**config.mk**
```make
export PLATFORM = sky130hd
export DESIGN_NAME = ow_session_arbiter
export DESIGN_NICKNAME = d
export VERILOG_FILES = /design/src/rtl/ow_session_arbiter.sv
export SDC_FILE = /design/constraint.sdc
export NUM_CORES = 1
export LEC_CHECK = 0
export ABC_CLOCK_PERIOD_IN_PS = 4800
export BUFFER_PORTS_ARGS = -buffer_cell sky130_fd_sc_hd__buf_2
export CAP_MARGIN = 25
export CORE_MARGIN = 5
export CORE_UTILIZATION = 44
export DETAILED_ROUTE_END_ITERATION = 6
export PLACE_DENSITY = 0.71
export SKIP_CTS_REPAIR_TIMING = 1
export SLEW_MARGIN = 30
export SYNTH_ARGS = -nofsm -noshare
export SYNTH_HDL_FRONTEND = slang
export SYNTH_SLANG_ARGS = --single-unit
```
**constraint.sdc**
```tcl
create_clock -name i_clk -period 4.8 [get_ports i_clk]
set_clock_uncertainty 0.2 [all_clocks]
set_input_delay 0.24 -clock i_clk [delete_from_list [all_inputs] [get_ports i_clk]]
set_output_delay 0.24 -clock i_clk [all_outputs]
set_load 0.01 [all_outputs]
```
**src/rtl/ow_session_arbiter.sv**
```systemverilog
`timescale 1ns/1ps
`default_nettype none
// ============================================================================
// Module   : ow_session_arbiter
// Function : round-robin session arbiter sharing one one-wire command
//            controller between NREQ requesters, with a per-command watchdog
// Revision : 1.0
// ============================================================================
module ow_session_arbiter #(
    parameter int unsigned NREQ    = 2,
    parameter int unsigned TIMEOUT = 48000000,
    parameter int unsigned TW      = 26
) (
    input  logic              i_clk,
    input  logic              i_rst_n,
    input  logic [NREQ-1:0]   i_req,
    output logic [NREQ-1:0]   o_gnt,
    input  logic [6*NREQ-1:0] i_cmd,
    input  logic [NREQ-1:0]   i_cmd_vld,
    output logic [NREQ-1:0]   o_cmd_rdy,
    output logic [NREQ-1:0]   o_done,
    output logic              o_detect,
    output logic [15:0]       o_data,
    output logic              o_timeout,
    output logic [5:0]        o_ow_command,
    output logic              o_ow_enable,
    input  logic              i_ow_busy,
    input  logic              i_ow_irq,
    input  logic              i_ow_detect,
    input  logic [15:0]       i_ow_data
);

    localparam int unsigned     IW         = (NREQ > 1) ? $clog2(NREQ) : 1;
    localparam logic [TW-1:0]   C_TMO_LAST = TW'(TIMEOUT - 1);
    localparam logic [IW-1:0]   C_LAST_IDX = IW'(NREQ - 1);
    localparam logic [NREQ-1:0] C_ONE      = NREQ'(1);

    typedef enum logic [1:0] {
        S_IDLE    = 2'd0,
        S_GRANTED = 2'd1,
        S_WAIT    = 2'd2,
        S_DRAIN   = 2'd3
    } state_t;

    state_t          state_q, state_d;
    logic [NREQ-1:0] gnt_q, gnt_d;
    logic [NREQ-1:0] done_q, done_d;
    logic [IW-1:0]   own_q, own_d;
    logic [IW-1:0]   ptr_q, ptr_d;
    logic [TW-1:0]   timer_q, timer_d;
    logic [5:0]      cmd_q, cmd_d;
    logic            en_q, en_d;
    logic            detect_q, detect_d;
    logic            timeout_q, timeout_d;
    logic [15:0]     data_q, data_d;

    logic            w_found;
    logic [IW-1:0]   w_idx;
    logic [IW-1:0]   w_pick;
    logic [5:0]      w_own_cmd;
    logic            w_own_req;
    logic            w_own_vld;
    logic            w_release;

    // Scan upward from the last owner + 1 so the previous owner gets lowest priority.
    always_comb begin
        w_found = 1'b0;
        w_pick  = ptr_q;
        w_idx   = ptr_q;
        for (int k = 0; k < int'(NREQ); k++) begin
            w_idx = (w_idx == C_LAST_IDX) ? '0 : w_idx + IW'(1);
            if (!w_found && i_req[w_idx]) begin
                w_found = 1'b1;
                w_pick  = w_idx;
            end
        end
    end

    always_comb begin
        w_own_cmd = '0;
        for (int k = 0; k < int'(NREQ); k++) begin
            if (own_q == IW'(k)) begin
                w_own_cmd = i_cmd[6*k +: 6];
            end
        end
    end

    assign w_own_req = |(gnt_q & i_req);
    assign w_own_vld = |(gnt_q & i_cmd_vld);
    assign o_cmd_rdy = ((state_q == S_GRANTED) && !i_ow_busy) ? (gnt_q & i_req) : '0;

    always_comb begin
        state_d   = state_q;
        gnt_d     = gnt_q;
        own_d     = own_q;
        ptr_d     = ptr_q;
        timer_d   = timer_q;
        cmd_d     = '0;
        en_d      = 1'b0;
        done_d    = '0;
        detect_d  = detect_q;
        data_d    = data_q;
        timeout_d = timeout_q;
        w_release = 1'b0;

        case (state_q)
            S_IDLE: begin
                if (w_found) begin
                    gnt_d   = C_ONE << w_pick;
                    own_d   = w_pick;
                    state_d = S_GRANTED;
                end
            end
            S_GRANTED: begin
                if (!w_own_req) begin
                    w_release = 1'b1;
                end else if (w_own_vld && !i_ow_busy) begin
                    if (w_own_cmd == 6'd0) begin
                        done_d = gnt_q;
                    end else begin
                        cmd_d   = w_own_cmd;
                        en_d    = 1'b1;
                        timer_d = '0;
                        state_d = S_WAIT;
                    end
                end
            end
            S_WAIT: begin
                timer_d = timer_q + TW'(1);
                // A same-cycle irq beats the watchdog.
                if (i_ow_irq) begin
                    done_d    = gnt_q;
                    detect_d  = i_ow_detect;
                    data_d    = i_ow_data;
                    timeout_d = 1'b0;
                    if (w_own_req) begin
                        state_d = S_GRANTED;
                    end else begin
                        w_release = 1'b1;
                    end
                end else if (timer_q == C_TMO_LAST) begin
                    done_d    = gnt_q;
                    timeout_d = 1'b1;
                    state_d   = S_DRAIN;
                end
            end
            S_DRAIN: begin
                if (!i_ow_busy) begin
                    if (w_own_req) begin
                        state_d = S_GRANTED;
                    end else begin
                        w_release = 1'b1;
                    end
                end
            end
            default: begin
                state_d = S_IDLE;
            end
        endcase

        if (w_release) begin
            gnt_d   = '0;
            ptr_d   = own_q;
            state_d = S_IDLE;
        end
    end

    always_ff @(posedge i_clk or negedge i_rst_n) begin
        if (!i_rst_n) begin
            state_q   <= S_IDLE;
            gnt_q     <= '0;
            own_q     <= '0;
            ptr_q     <= C_LAST_IDX;
            timer_q   <= '0;
            cmd_q     <= '0;
            en_q      <= 1'b0;
            done_q    <= '0;
            detect_q  <= 1'b0;
            data_q    <= '0;
            timeout_q <= 1'b0;
        end else begin
            state_q   <= state_d;
            gnt_q     <= gnt_d;
            own_q     <= own_d;
            ptr_q     <= ptr_d;
            timer_q   <= timer_d;
            cmd_q     <= cmd_d;
            en_q      <= en_d;
            done_q    <= done_d;
            detect_q  <= detect_d;
            data_q    <= data_d;
            timeout_q <= timeout_d;
        end
    end

    assign o_gnt        = gnt_q;
    assign o_done       = done_q;
    assign o_detect     = detect_q;
    assign o_data       = data_q;
    assign o_timeout    = timeout_q;
    assign o_ow_command = cmd_q;
    assign o_ow_enable  = en_q;

endmodule
`default_nettype wire

```
==> results of run 1 <==
## registers in the layout, summed over array words and instances, names as in the netlist, 2 cells and up
name and count:
o_data 16, o_done 2, o_gnt 2, o_ow_command 6
state_q 2, timer_q 26
## final timing paths
check,from,endpoint,slack [ps],depth (start not counted)
worst max-delay path,state_q[0],state_q[1],1620,8
worst min-delay path,i_cmd[10],o_ow_command[4],-20,3
worst max register to register,state_q[0],state_q[1],1620,8
worst min register to register,o_data[3],o_data[3],310,1
max in group asynchronous,i_rst_n,timer_q[14],3480,3
min in group asynchronous,i_rst_n,o_data[5],430,3
## per-layer routing
layer	share of wire, %	global-route usage (%)	wire [µm]
met1	42	20.5	3320
met2	52	26.7	4040
met3	4.3	6.44	338
met4	1.6	5.74	127
met5	0	0	0
## Yosys cell counts, drive strengths merged (3+ instances only)
cell    instances
dfrtp          58
nand2          32
a21oi          22
mux2           17
o21ai          15
nor2           14
nand3          13
o31ai          13
or4            11
and3            8
and2            7
clkbuf          7
ha              7
a22o            6
buf             6
mux2i           6
inv             5
or2             5
or3             5
and4            4
nand4           4
nor3            4
nand4b          3
o211ai          3
## through the flow
step                cells  setup WS (ps)
floorplan             298           2430
global placement      451           1820
detailed placement    451           1680
CTS                   467           1660
global route          495           1380
finish                495           1620
## power breakdown
group	internal [mW]	switching, mW
clock	0.243	0.217
sequential	0.631	0.117
combinational	0.295	0.352
total	1.17	0.686
## cell type report
type	instances	area share (%)
multi-input cells	221	38.0
flip-flops and latches	59	37.3
repair buffers	98	16.1
clock buffers	9	3.13
well taps	96	3.03
clock inverters	7	1.96
inverters	5	0.474
## worst min-delay path: cells and delay by family
family / cells / cell delay [ps]
buf+inv: 1 / 100
mux: 1 / 60
simple gates: 1 / 80
## cells in the final DEF, fill, tap and decap left out, types with 11 or more instances in the layout
cell type / synthesis / final
sky130_fd_sc_hd__a21oi_1: 21 / 21
sky130_fd_sc_hd__buf_2: 2 / 67
sky130_fd_sc_hd__dfrtp_1: 58 / 58
sky130_fd_sc_hd__dlygate4sd3_1: 0 / 28
sky130_fd_sc_hd__mux2_2: 17 / 17
sky130_fd_sc_hd__nand2_1: 32 / 32
sky130_fd_sc_hd__nand3_1: 13 / 13
sky130_fd_sc_hd__nor2_1: 14 / 14
sky130_fd_sc_hd__o21ai_0: 11 / 11
sky130_fd_sc_hd__o31ai_1: 13 / 13
## logic make-up (layout without fill, tap and decap cells)
group                      after synthesis  after routing
AOI/OAI and AO/OA                       71             71
adders and majority gates                7              7
buffers and inverters                   18            119
DFF                                     59             59
muxes                                   23             23
and+or+nand+nor                        120            120
==> out/qor.yml, run 1 <==
outcome: "complete, but fails checks"
failed_checks: "hold timing"
worst-endpoint-arrival_ps: 3180
port-buffer-count: 67
netlist_instances: 298
nets: 438
floorplan.core_area_um2: 6790
min_path_type: "primary input to flop"
globalRouteOverflowTotal: 0
gp_congestion: 0.904
grt_first_pass_wirelength_um: 11600
antenna_left: 0
grt_start_max_net_pins: 60
firstDrtPassIters: 4
synth_warnings: 0
vias_per_cell: 5.48
fin_setup_tns_ps: 0
drcViolationCount: 0
synth-seq-area-share_pct: 48.3
layout.core_utilization_pct: 58.3
synth.net_count: 342
min_period_over_period_pct: 66.2
tritoncts: "yes"
ys_types: 47
timing.final.crit_period_ps: 3180
max-slew-margin-rel_pct: 38.3
portion_of_synthesized_cell_area_occupied_by_the_leading_cell_type_pct: 47.4
max-clock-path-buffers: 2
ctsRootBufferMaster: "sky130_fd_sc_hd__clkbuf_8"
netlist_top_cells_area: "sky130_fd_sc_hd__dfrtp_1, sky130_fd_sc_hd__mux2_2, sky130_fd_sc_hd__nand2_1"
syn_avg_cell_area_um2: 10.3
clkSinkCount: 59
cp_top_family: "compound AO/OA/AOI/OAI gates"
timing.fmax_ghz: 0.315
drv.max_cap_violation_count: 0
hold_viol_final: 1
synth_area_in_adders_pct: 2.86
detailedPlacementHpwl_um: 4910
worst-path-max-fanout: 26
worst_case_vdd_ir_drop_v: 0.000315
chipHeight_um: 93.4
final_setup_violations: 0
yosys.area.top_type: "sky130_fd_sc_hd__dfrtp_1"
area_of_the_die_um2: 8720
grt_antenna_before_repair: 0
cts.htree.levels: 3
crit_path_max_incr_delay_ps: 790
grt_pass1_vias: 2512
slew_viol_final: 0
hold_ws_ps: -23.4
cellPowerDensity_nw_per_um2: 469
multiInputGateArea_um2: 1500
ys.flop_type: "sky130_fd_sc_hd__dfrtp_1"
post_route_cells_drive_above_1_share_pct: 28.8
synth-async-reset-ratio_pct: 100
dpl_cell_area_um2: 3480
start_util_pct: 45.0
drt_iter0_markers: 91
num_rows: 30
critical_path.cell_chain: "inv_1, ha_1, nand2_1, buf_4, a311oi_1, nor3_1, nand4_1, o31ai_1"
fin_total_pwr_mw: 1.85
p_leak_nw: 1.81
launching_element_type_of_the_critical_path: "flop"
setup.worst_path.end_class: "flop"
rsz_0062_raised_after_global_routing: "false"
synth-compound-area-share_pct: 15.9
post_synth_mux_area_share_pct: 8.22
num-fill-cells: 565
path_class: "flop to flop"
grt_util_all_layers_pct: 16.7
synth_simple_gate_area_share_pct: 21.6
worst_pin_slew_ps: 925
routed_wl_um: 7820
crit_slowest_cell: "sky130_fd_sc_hd__ha_1"
critPathBufInv: 2
post_drt_wl_per_cell_um: 15.8
clock_insertion_delay_worst_skew_ps: 350
combinational_family_with_the_most_area_after_synthesis: "simple AND/OR/NAND/NOR gates"
register_area_um2: 1480
syn-cell-area_um2: 3060
clkSlewWorstSetupHoldPaths_ps: 70
total_clock_buffers_created_by_cts: 9
timing.critical_path.required_ps: 4800
layout.cell_area.non_filler_um2: 3960
synthXorXnorAreaFrac_pct: 0
die_width_um: 93.4
synth_edf_count: 0
route.vias.total: 2714
layout_overhead_on_the_synthesized_area_pct: 29.4
ys_seq_elements: 59
design.portCount: 68
inserted_diodes: 0
Power figures use the tool's default switching activity.
==> inputs of run 2 (changes only) <==
--- a/config.mk
+++ b/config.mk
@@ -5,13 +5,14 @@
 export SDC_FILE = /design/constraint.sdc
 export NUM_CORES = 1
 export LEC_CHECK = 0
-export ABC_CLOCK_PERIOD_IN_PS = 4800
+export ABC_AREA = 1
+export ABC_CLOCK_PERIOD_IN_PS = 2600
 export BUFFER_PORTS_ARGS = -buffer_cell sky130_fd_sc_hd__buf_2
 export CAP_MARGIN = 25
 export CORE_MARGIN = 5
 export CORE_UTILIZATION = 44
 export DETAILED_ROUTE_END_ITERATION = 6
-export PLACE_DENSITY = 0.71
+export PLACE_DENSITY = 0.72
 export SKIP_CTS_REPAIR_TIMING = 1
 export SLEW_MARGIN = 30
 export SYNTH_ARGS = -nofsm -noshare
==> constraint.sdc (replaced) <==
create_clock -name i_clk -period 2.6 [get_ports i_clk]
set_clock_uncertainty 0.2 [all_clocks]
set_input_delay 0.13 -clock i_clk [delete_from_list [all_inputs] [get_ports i_clk]]
set_output_delay 0.13 -clock i_clk [all_outputs]
set_load 0.01 [all_outputs]
==> run 2 against run 1 <==
Compared with the run above:
- the run still ends with hold timing left
- die area grew 18%
- highest routed layer unchanged
- worst setup slack worse by 1200 ps
- register-to-register slack got worse by 1200 ps
- critical path depth is 5 higher
- largest cell class unchanged
- synthesized cell count grew 66%
==> out/qor.yml, run 2 <==
portion_of_synthesized_cell_area_occupied_by_the_leading_cell_type_pct: 39.4  # was 47.4%
min-delay-start: "i_req[0]"  # was i_cmd[10]
launching_element_type_of_the_critical_path: "flop"  # unchanged
start_util_pct: 45.1  # was 45.0%
post_route_cells_drive_above_1_share_pct: 28.6  # was 28.8%
die_width_um: 101  # was 93.4 µm
timing.final.crit_period_ps: 2220  # was 3180 ps
worst-path-max-fanout: 6  # was 26
synth_warnings: 0  # unchanged
floorplan.core_area_um2: 8180  # was 6790 µm²
commonest_non_fill_non_tap_cells_in_the_layout: "sky130_fd_sc_hd__nand2_1, sky130_fd_sc_hd__buf_2, sky130_fd_sc_hd__dfrtp_1"  # was sky130_fd_sc_hd__buf_2, sky130_fd_sc_hd__dfrtp_1, sky130_fd_sc_hd__nand2_1
multiInputGateArea_um2: 1890  # was 1500 µm²
synth-seq-area-share_pct: 40.1  # was 48.3%
yosys.area.top_type: "sky130_fd_sc_hd__dfrtp_1"  # unchanged
topRoutingLayerUsed: "met4"  # unchanged
p_leak_nw: 2.25  # was 1.81 nW
max-clock-path-buffers: 2  # unchanged
r2r.worst_path.cells: 13  # was 8
drcViolationCount: 0  # unchanged
post_placement_worst_setup_slack_ps: 447  # was 1680 ps
drt_iter0_markers: 124  # was 91
r2r-start: "state_q[1]"  # was state_q[0]
crit_path_max_incr_delay_ps: 450  # was 790 ps
length_of_routed_met3_wiring_um: 565  # was 338 µm
placed_cells_incl_taps: 658  # was 451
post_layout_nonfiller_instances: 707  # was 495
netlist_instances: 494  # was 298
syn_avg_cell_area_um2: 7.46  # was 10.3 µm²
grt_antenna_before_repair: 0  # unchanged
syn-cell-area_um2: 3680  # was 3060 µm²
timing.fmax_ghz: 0.451  # was 0.315 GHz
slew_viol_final: 0  # unchanged
ys_seq_elements: 59  # unchanged
dpl_cell_area_um2: 4040  # was 3480 µm²
num-fill-cells: 748  # was 565
failed_checks: "hold timing"  # unchanged
critPathBufInv: 3  # was 2
number_of_flip_flops_under_the_largest_register_name: 26  # unchanged
cp_top_family: "simple AND/OR/NAND/NOR gates"  # was compound AO/OA/AOI/OAI gates
worst-endpoint-arrival_ps: 2260  # was 3180 ps
netlist_top_cells_area: "sky130_fd_sc_hd__dfrtp_1, sky130_fd_sc_hd__nand2_1, sky130_fd_sc_hd__o21ai_2"  # was sky130_fd_sc_hd__dfrtp_1, sky130_fd_sc_hd__mux2_2, sky130_fd_sc_hd__nand2_1
timing.critical_path.required_ps: 2640  # was 4800 ps
routed_wl_um: 9040  # was 7820 µm
synth_commonest_cells: "sky130_fd_sc_hd__nand2_1, sky130_fd_sc_hd__dfrtp_1, sky130_fd_sc_hd__nor2_1, sky130_fd_sc_hd__nand3_1, sky130_fd_sc_hd__inv_1"  # was sky130_fd_sc_hd__dfrtp_1, sky130_fd_sc_hd__nand2_1, sky130_fd_sc_hd__a21oi_1, sky130_fd_sc_hd__mux2_2, sky130_fd_sc_hd__nor2_1
crit_slowest_cell: "sky130_fd_sc_hd__dfrtp_1"  # was sky130_fd_sc_hd__ha_1
cts.htree.levels: 3  # unchanged
nets: 641  # was 438
worst_case_vdd_ir_drop_v: 0.000630  # was 0.000315 V
ys_types: 33  # was 47
antenna_left: 0  # unchanged
final_setup_violations: 0  # unchanged
clock_insertion_delay_worst_skew_ps: 350  # about the same
hold_viol_final: 1  # unchanged
layout.cells.most_common: "sky130_fd_sc_hd__nand2_1"  # was sky130_fd_sc_hd__buf_2
design.portCount: 68  # unchanged
fin_total_pwr_mw: 3.83  # was 1.85 mW
hold_end: "own_q"  # was o_ow_command[4]
hold_ws_ps: -17.4  # was -23.4 ps
synth.net_count: 538  # was 342
register_area_um2: 1480  # unchanged
total_clock_buffers_created_by_cts: 9  # unchanged
route.vias.total: 3413  # was 2714
area_of_the_die_um2: 10300  # was 8720 µm²
detailedPlacementHpwl_um: 6090  # was 4910 µm
total_met2_wirelength_after_detailed_routing_um: 4240  # was 4040 µm
port-buffer-count: 67  # unchanged
globalRouteOverflowTotal: 0  # unchanged
firstDrtPassIters: 4  # unchanged
min_path_type: "primary input to flop"  # unchanged
grt_start_max_net_pins: 60  # unchanged
wl_met1_um: 4090  # was 3320 µm
timing.reg2reg.setup_slack_ps: 380  # was 1620 ps
clkSinkCount: 59  # unchanged
post_drt_wl_per_cell_um: 12.8  # was 15.8 µm
clkSlewWorstSetupHoldPaths_ps: 70  # about the same
inserted_diodes: 0  # unchanged
ctsRootBufferMaster: "sky130_fd_sc_hd__clkbuf_8"  # unchanged
synth_edf_count: 0  # unchanged
layout.core_utilization_pct: 56.3  # was 58.3%
hold_path_depth: 4  # was 3
num_rows: 33  # was 30
largest_register: "timer_q"  # unchanged
fin_setup_tns_ps: 0  # unchanged
gp_congestion: 0.889  # was 0.904
critPathMostFrequentCell: "sky130_fd_sc_hd__nand2_1"
setup.worst_path.end_class: "flop"  # unchanged
yosysMostFrequentCell: "sky130_fd_sc_hd__nand2_1"  # was sky130_fd_sc_hd__dfrtp_1
worst_pin_slew_ps: 753  # was 925 ps
chipHeight_um: 101  # was 93.4 µm
max-slew-margin-rel_pct: 49.8  # was 38.3%
layout.cell_area.non_filler_um2: 4600  # was 3960 µm²
path_class: "flop to flop"  # unchanged
rsz_0062_raised_after_global_routing: "false"  # unchanged
critical_path.cell_chain: "inv_1, ha_1, inv_1, nand2_1, nor2_1, nor2_4, inv_2, nand3_1, nand2_1, nor2_1, nand2_1, nand2_1, nand2_1"  # was inv_1, ha_1, nand2_1, buf_4, a311oi_1, nor3_1, nand4_1, o31ai_1
min_period_over_period_pct: 85.3  # was 66.2%
layout_overhead_on_the_synthesized_area_pct: 24.9  # was 29.4%
crit-reg2reg-capture: "state_q[1]"  # unchanged
tritoncts: "yes"  # unchanged
outcome: "complete, but fails checks"  # unchanged
final.setup.worst_slack_ps: 381  # was 1620 ps
synth-async-reset-ratio_pct: 100  # unchanged
grt_pass1_vias: 3222  # was 2512
ys.flop_type: "sky130_fd_sc_hd__dfrtp_1"  # unchanged
grt_first_pass_wirelength_um: 14700  # was 11600 µm
vias_per_cell: 4.83  # was 5.48
grt_util_all_layers_pct: 17.7  # was 16.7%
drv.max_cap_violation_count: 0  # unchanged
cellPowerDensity_nw_per_um2: 833  # was 469 nW/µm²
## run 2: cell count changes after synthesis, moves of 7 or more
cell,previous run,this run
sky130_fd_sc_hd__nand3_1,13,42
sky130_fd_sc_hd__nand2_1,32,163
sky130_fd_sc_hd__nor2_1,14,52
sky130_fd_sc_hd__mux2_2,17,0
sky130_fd_sc_hd__a21oi_1,21,3
sky130_fd_sc_hd__nand2_2,0,34
sky130_fd_sc_hd__and3_1,8,0
sky130_fd_sc_hd__inv_2,0,7
sky130_fd_sc_hd__or4_1,10,0
sky130_fd_sc_hd__inv_1,5,39
sky130_fd_sc_hd__o21ai_2,0,27
sky130_fd_sc_hd__o31ai_1,13,1
## run 2: worst min-delay path, cell delays in order
cell and delay [ps]:
sky130_fd_sc_hd__buf_2 100, sky130_fd_sc_hd__nor2_1 60, sky130_fd_sc_hd__nor2_1 110, sky130_fd_sc_hd__o21ai_0 90
## run 2: per-layer routing
| metal | global-route usage [%] | vias to the layer above |
|---|---|---|
| li1 | - | 1753 |
| met5 | 0 | - |
| met2 | 27.6 | 111 |
| met3 | 4.89 | 16 |
| met1 | 23.7 | 1533 |
| met4 | 6.34 | 0 |
## run 2: logic make-up (layout without fill, tap and decap cells)
family	Yosys count	count (layout)	synth area share [%]
adders and majority gates	7	7	2.38
xor gates and xnor gates	3	3	0.713
and+or+nand+nor	319	319	39.0
DFF	59	59	40.1
AOI/OAI and AO/OA	45	45	9.07
buffers and inverters	61	169	8.70
## run 2: final cells by class
| class | count | share of cell area (%) |
|---|---|---|
| Clock buffer | 9 | 2.69 |
| Clock inverter | 7 | 2.20 |
| Inverter | 49 | 4.00 |
| Multi-Input combinational cell | 374 | 41.0 |
| Sequential cell | 59 | 32.1 |
| Tap cell | 105 | 2.86 |
| Timing Repair Buffer | 104 | 15.1 |
## run 2: worst max path at each step
stage	from	to	slack, ps	cells past startpoint
after floorplan	state_q[0]	state_q[0]	650	14
after global placement	state_q[1]	state_q[1]	560	13
after detailed placement	state_q[1]	state_q[1]	450	13
after CTS	state_q[1]	state_q[0]	400	13
after global routing	state_q[1]	state_q[0]	170	13
final	state_q[1]	state_q[1]	380	13
## run 2: report_power, final
| group | switching [mW] | internal [mW] | total [mW] |
|---|---|---|---|
| Clock | 0.410 | 0.545 | 0.955 |
| Sequential | 0.177 | 1.12 | 1.29 |
| Combinational | 1.03 | 0.554 | 1.58 |
==> inputs of run 3 (changes only) <==
--- a/config.mk
+++ b/config.mk
@@ -10,9 +10,9 @@
 export BUFFER_PORTS_ARGS = -buffer_cell sky130_fd_sc_hd__buf_2
 export CAP_MARGIN = 25
 export CORE_MARGIN = 5
-export CORE_UTILIZATION = 44
+export CORE_UTILIZATION = 40
 export DETAILED_ROUTE_END_ITERATION = 6
-export PLACE_DENSITY = 0.72
+export PLACE_DENSITY = 0.67
 export SKIP_CTS_REPAIR_TIMING = 1
 export SLEW_MARGIN = 30
 export SYNTH_ARGS = -nofsm -noshare
==> run 3 against run 2 <==
Compared with the run above:
- die area increased by 9.0%
- worst setup slack improved by 43 ps
- clock power decreased by 5.1%
- the flow still finishes with violations (hold timing)
- wire length decreased by 0.52%
- register-to-register slack improved by 40 ps
- sequential cell count unchanged
- maximum frequency increased by 2.0%
- final area decreased by 0.52%
- cell count increased by 0.42%
- count of clock-buffer cells in the layout unchanged
- worst hold slack got worse by 39 ps
==> out/qor.yml, run 3 (synthesis gave the netlist of run 2 again) <==
timing.critical_path.required_ps: 2630  # was 2640 ps
min_period_over_period_pct: 83.7  # was 85.3%
p_leak_nw: 2.24  # was 2.25 nW
num_rows: 35  # was 33
failed_checks: "hold timing"  # unchanged
path_class: "flop to flop"  # unchanged
critPathMostFrequentCell: "sky130_fd_sc_hd__nand2_1"  # unchanged
die_width_um: 106  # was 101 µm
worst-path-max-fanout: 6  # unchanged
cts.htree.levels: 3  # unchanged
hold_viol_final: 2  # was 1
outcome: "complete, but fails checks"  # unchanged
drt_iter0_markers: 171  # was 124
timing.reg2reg.setup_slack_ps: 420  # was 380 ps
routed_wl_um: 8990  # was 9040 µm
num-fill-cells: 891  # was 748
largest_register: "timer_q"  # unchanged
crit-reg2reg-capture: "state_q[0]"  # was state_q[1]
worst-endpoint-arrival_ps: 2210  # was 2260 ps
grt_pass1_vias: 3134  # was 3222
commonest_non_fill_non_tap_cells_in_the_layout: "sky130_fd_sc_hd__nand2_1, sky130_fd_sc_hd__buf_2, sky130_fd_sc_hd__dfrtp_1"  # unchanged
crit_path_max_incr_delay_ps: 450  # about the same
worst_pin_slew_ps: 585  # was 753 ps
timing.fmax_ghz: 0.460  # was 0.451 GHz
fin_total_pwr_mw: 3.74  # was 3.83 mW
clkSinkCount: 59  # unchanged
drcViolationCount: 0  # unchanged
post_drt_wl_per_cell_um: 12.7  # was 12.8 µm
layout.cells.most_common: "sky130_fd_sc_hd__nand2_1"  # unchanged
gp_congestion: 0.933  # was 0.889
crit_slowest_cell: "sky130_fd_sc_hd__dfrtp_1"  # unchanged
firstDrtPassIters: 4  # unchanged
chipHeight_um: 106  # was 101 µm
inserted_diodes: 0  # unchanged
launching_element_type_of_the_critical_path: "flop"  # unchanged
clock_insertion_delay_worst_skew_ps: 340  # was 350 ps
r2r-start: "state_q[1]"  # unchanged
setup.worst_path.end_class: "flop"  # unchanged
antenna_left: 0  # unchanged
grt_start_max_net_pins: 51  # was 60
slew_viol_final: 0  # unchanged
drv.max_cap_violation_count: 0  # unchanged
min_path_type: "primary input to flop"  # unchanged
vias_per_cell: 4.77  # was 4.83
final_setup_violations: 0  # unchanged
r2r.worst_path.cells: 13  # unchanged
max-slew-margin-rel_pct: 61.0  # was 49.8%
number_of_flip_flops_under_the_largest_register_name: 26  # unchanged
cellPowerDensity_nw_per_um2: 818  # was 833 nW/µm²
layout_overhead_on_the_synthesized_area_pct: 24.2  # was 24.9%
rsz_0062_raised_after_global_routing: "false"  # unchanged
grt_antenna_before_repair: 0  # unchanged
fin_setup_tns_ps: 0  # unchanged
tritoncts: "yes"  # unchanged
grt_util_all_layers_pct: 16.1  # was 17.7%
design.portCount: 68  # unchanged
nets: 638  # was 641
endpoint: "state_q[0]"  # was state_q[1]
worst_case_vdd_ir_drop_v: 0.000537  # was 0.000630 V
total_clock_buffers_created_by_cts: 9  # unchanged
worstSetupStartpoint: "state_q[1]"  # unchanged
grt_first_pass_wirelength_um: 14900  # was 14700 µm
route.vias.total: 3387  # was 3413
floorplan.core_area_um2: 9110  # was 8180 µm²
critical_path.cell_chain: "inv_1, ha_1, inv_1, nand2_1, nor2_1, nor2_4, inv_2, nand3_1, nand2_1, nor2_1, nand2_1, nand2_1, nand2_1"  # unchanged
clkSlewWorstSetupHoldPaths_ps: 80  # was 70 ps
globalRouteOverflowTotal: 0  # unchanged
area_of_the_die_um2: 11200  # was 10300 µm²
detailedPlacementHpwl_um: 6480  # was 6090 µm
ctsRootBufferMaster: "sky130_fd_sc_hd__clkbuf_8"  # unchanged
port-buffer-count: 67  # unchanged
post_route_cells_drive_above_1_share_pct: 28.5  # was 28.6%
max-clock-path-buffers: 2  # unchanged
timing.final.crit_period_ps: 2180  # was 2220 ps
start_util_pct: 40.4  # was 45.1%
hold_ws_ps: -56.4  # was -17.4 ps
## run 3: cell count changes in the layout (fill, tap and decap cells not counted), sizes merged
cell / before / now
bufinv: 2 / 1
buf: 71 / 70
clkinv: 5 / 6
inv: 47 / 49
clkinvlp: 2 / 0
dlygate4sd3: 33 / 31
## run 3: metal layers
metal / routed length, µm / share of wire, % / global-route usage, %
met4: 109 / 1.2 / 4.44
met2: 4250 / 47 / 25.5
met3: 454 / 5.1 / 3.64
met5: 0 / 0 / 0
met1: 4180 / 46 / 22.3
## run 3: worst min path at each step
stage                        start         endpoint  slack [ps]  depth (start not counted)
after floorplan            i_rst_n        o_data[0]        -370                          0
after global placement     i_rst_n      timer_q[10]         -30                          1
after detailed placement   i_rst_n      timer_q[10]         -20                          1
after CTS                  i_rst_n       o_data[10]        -390                          1
after global routing      i_cmd[7]  o_ow_command[1]        -0.7                          5
final                     i_cmd[7]  o_ow_command[1]         -60                          5
## run 3: metrics by stage
stage | hold WS [ps] | instances | utilization [%] | setup slack (ps) | cell area [µm²]
floorplan | -366 | 494 | - | 652 | 3680
global placement | -33.4 | 663 | 44.5 | 469 | 4060
detailed placement | -20.1 | 663 | 44.5 | 435 | 4060
CTS | -394 | 679 | 46.8 | 414 | 4270
global route | -0.721 | 710 | 50.2 | 158 | 4580
finish | -56.4 | 710 | 50.2 | 424 | 4580
## run 3: where the power goes
group | leakage, nW | internal [mW] | switching, mW | total (mW)
logic | 1.35 | 0.534 | 1.01 | 1.54
clock network | 0.106 | 0.461 | 0.445 | 0.906
registers | 0.785 | 1.12 | 0.176 | 1.29
## run 3: critical path: cells and delay by family (launching register included)
kind                       cells  cell delay (ps)
adders and majority gates      1              280
buffers and inverters          3              360
DFF                            1              450
and+or+nand+nor                9              800
## run 3: layout make-up
type                    instances  area [µm²]  area share (%)
multi-input cells             374        1890            41.2
flip-flops and latches         59        1480            32.3
repair buffers                101         681            14.9
inverters                      49         184            4.02
well taps                     111         139            3.04
clock buffers                   9         124            2.71
clock inverters                 7        85.1            1.86
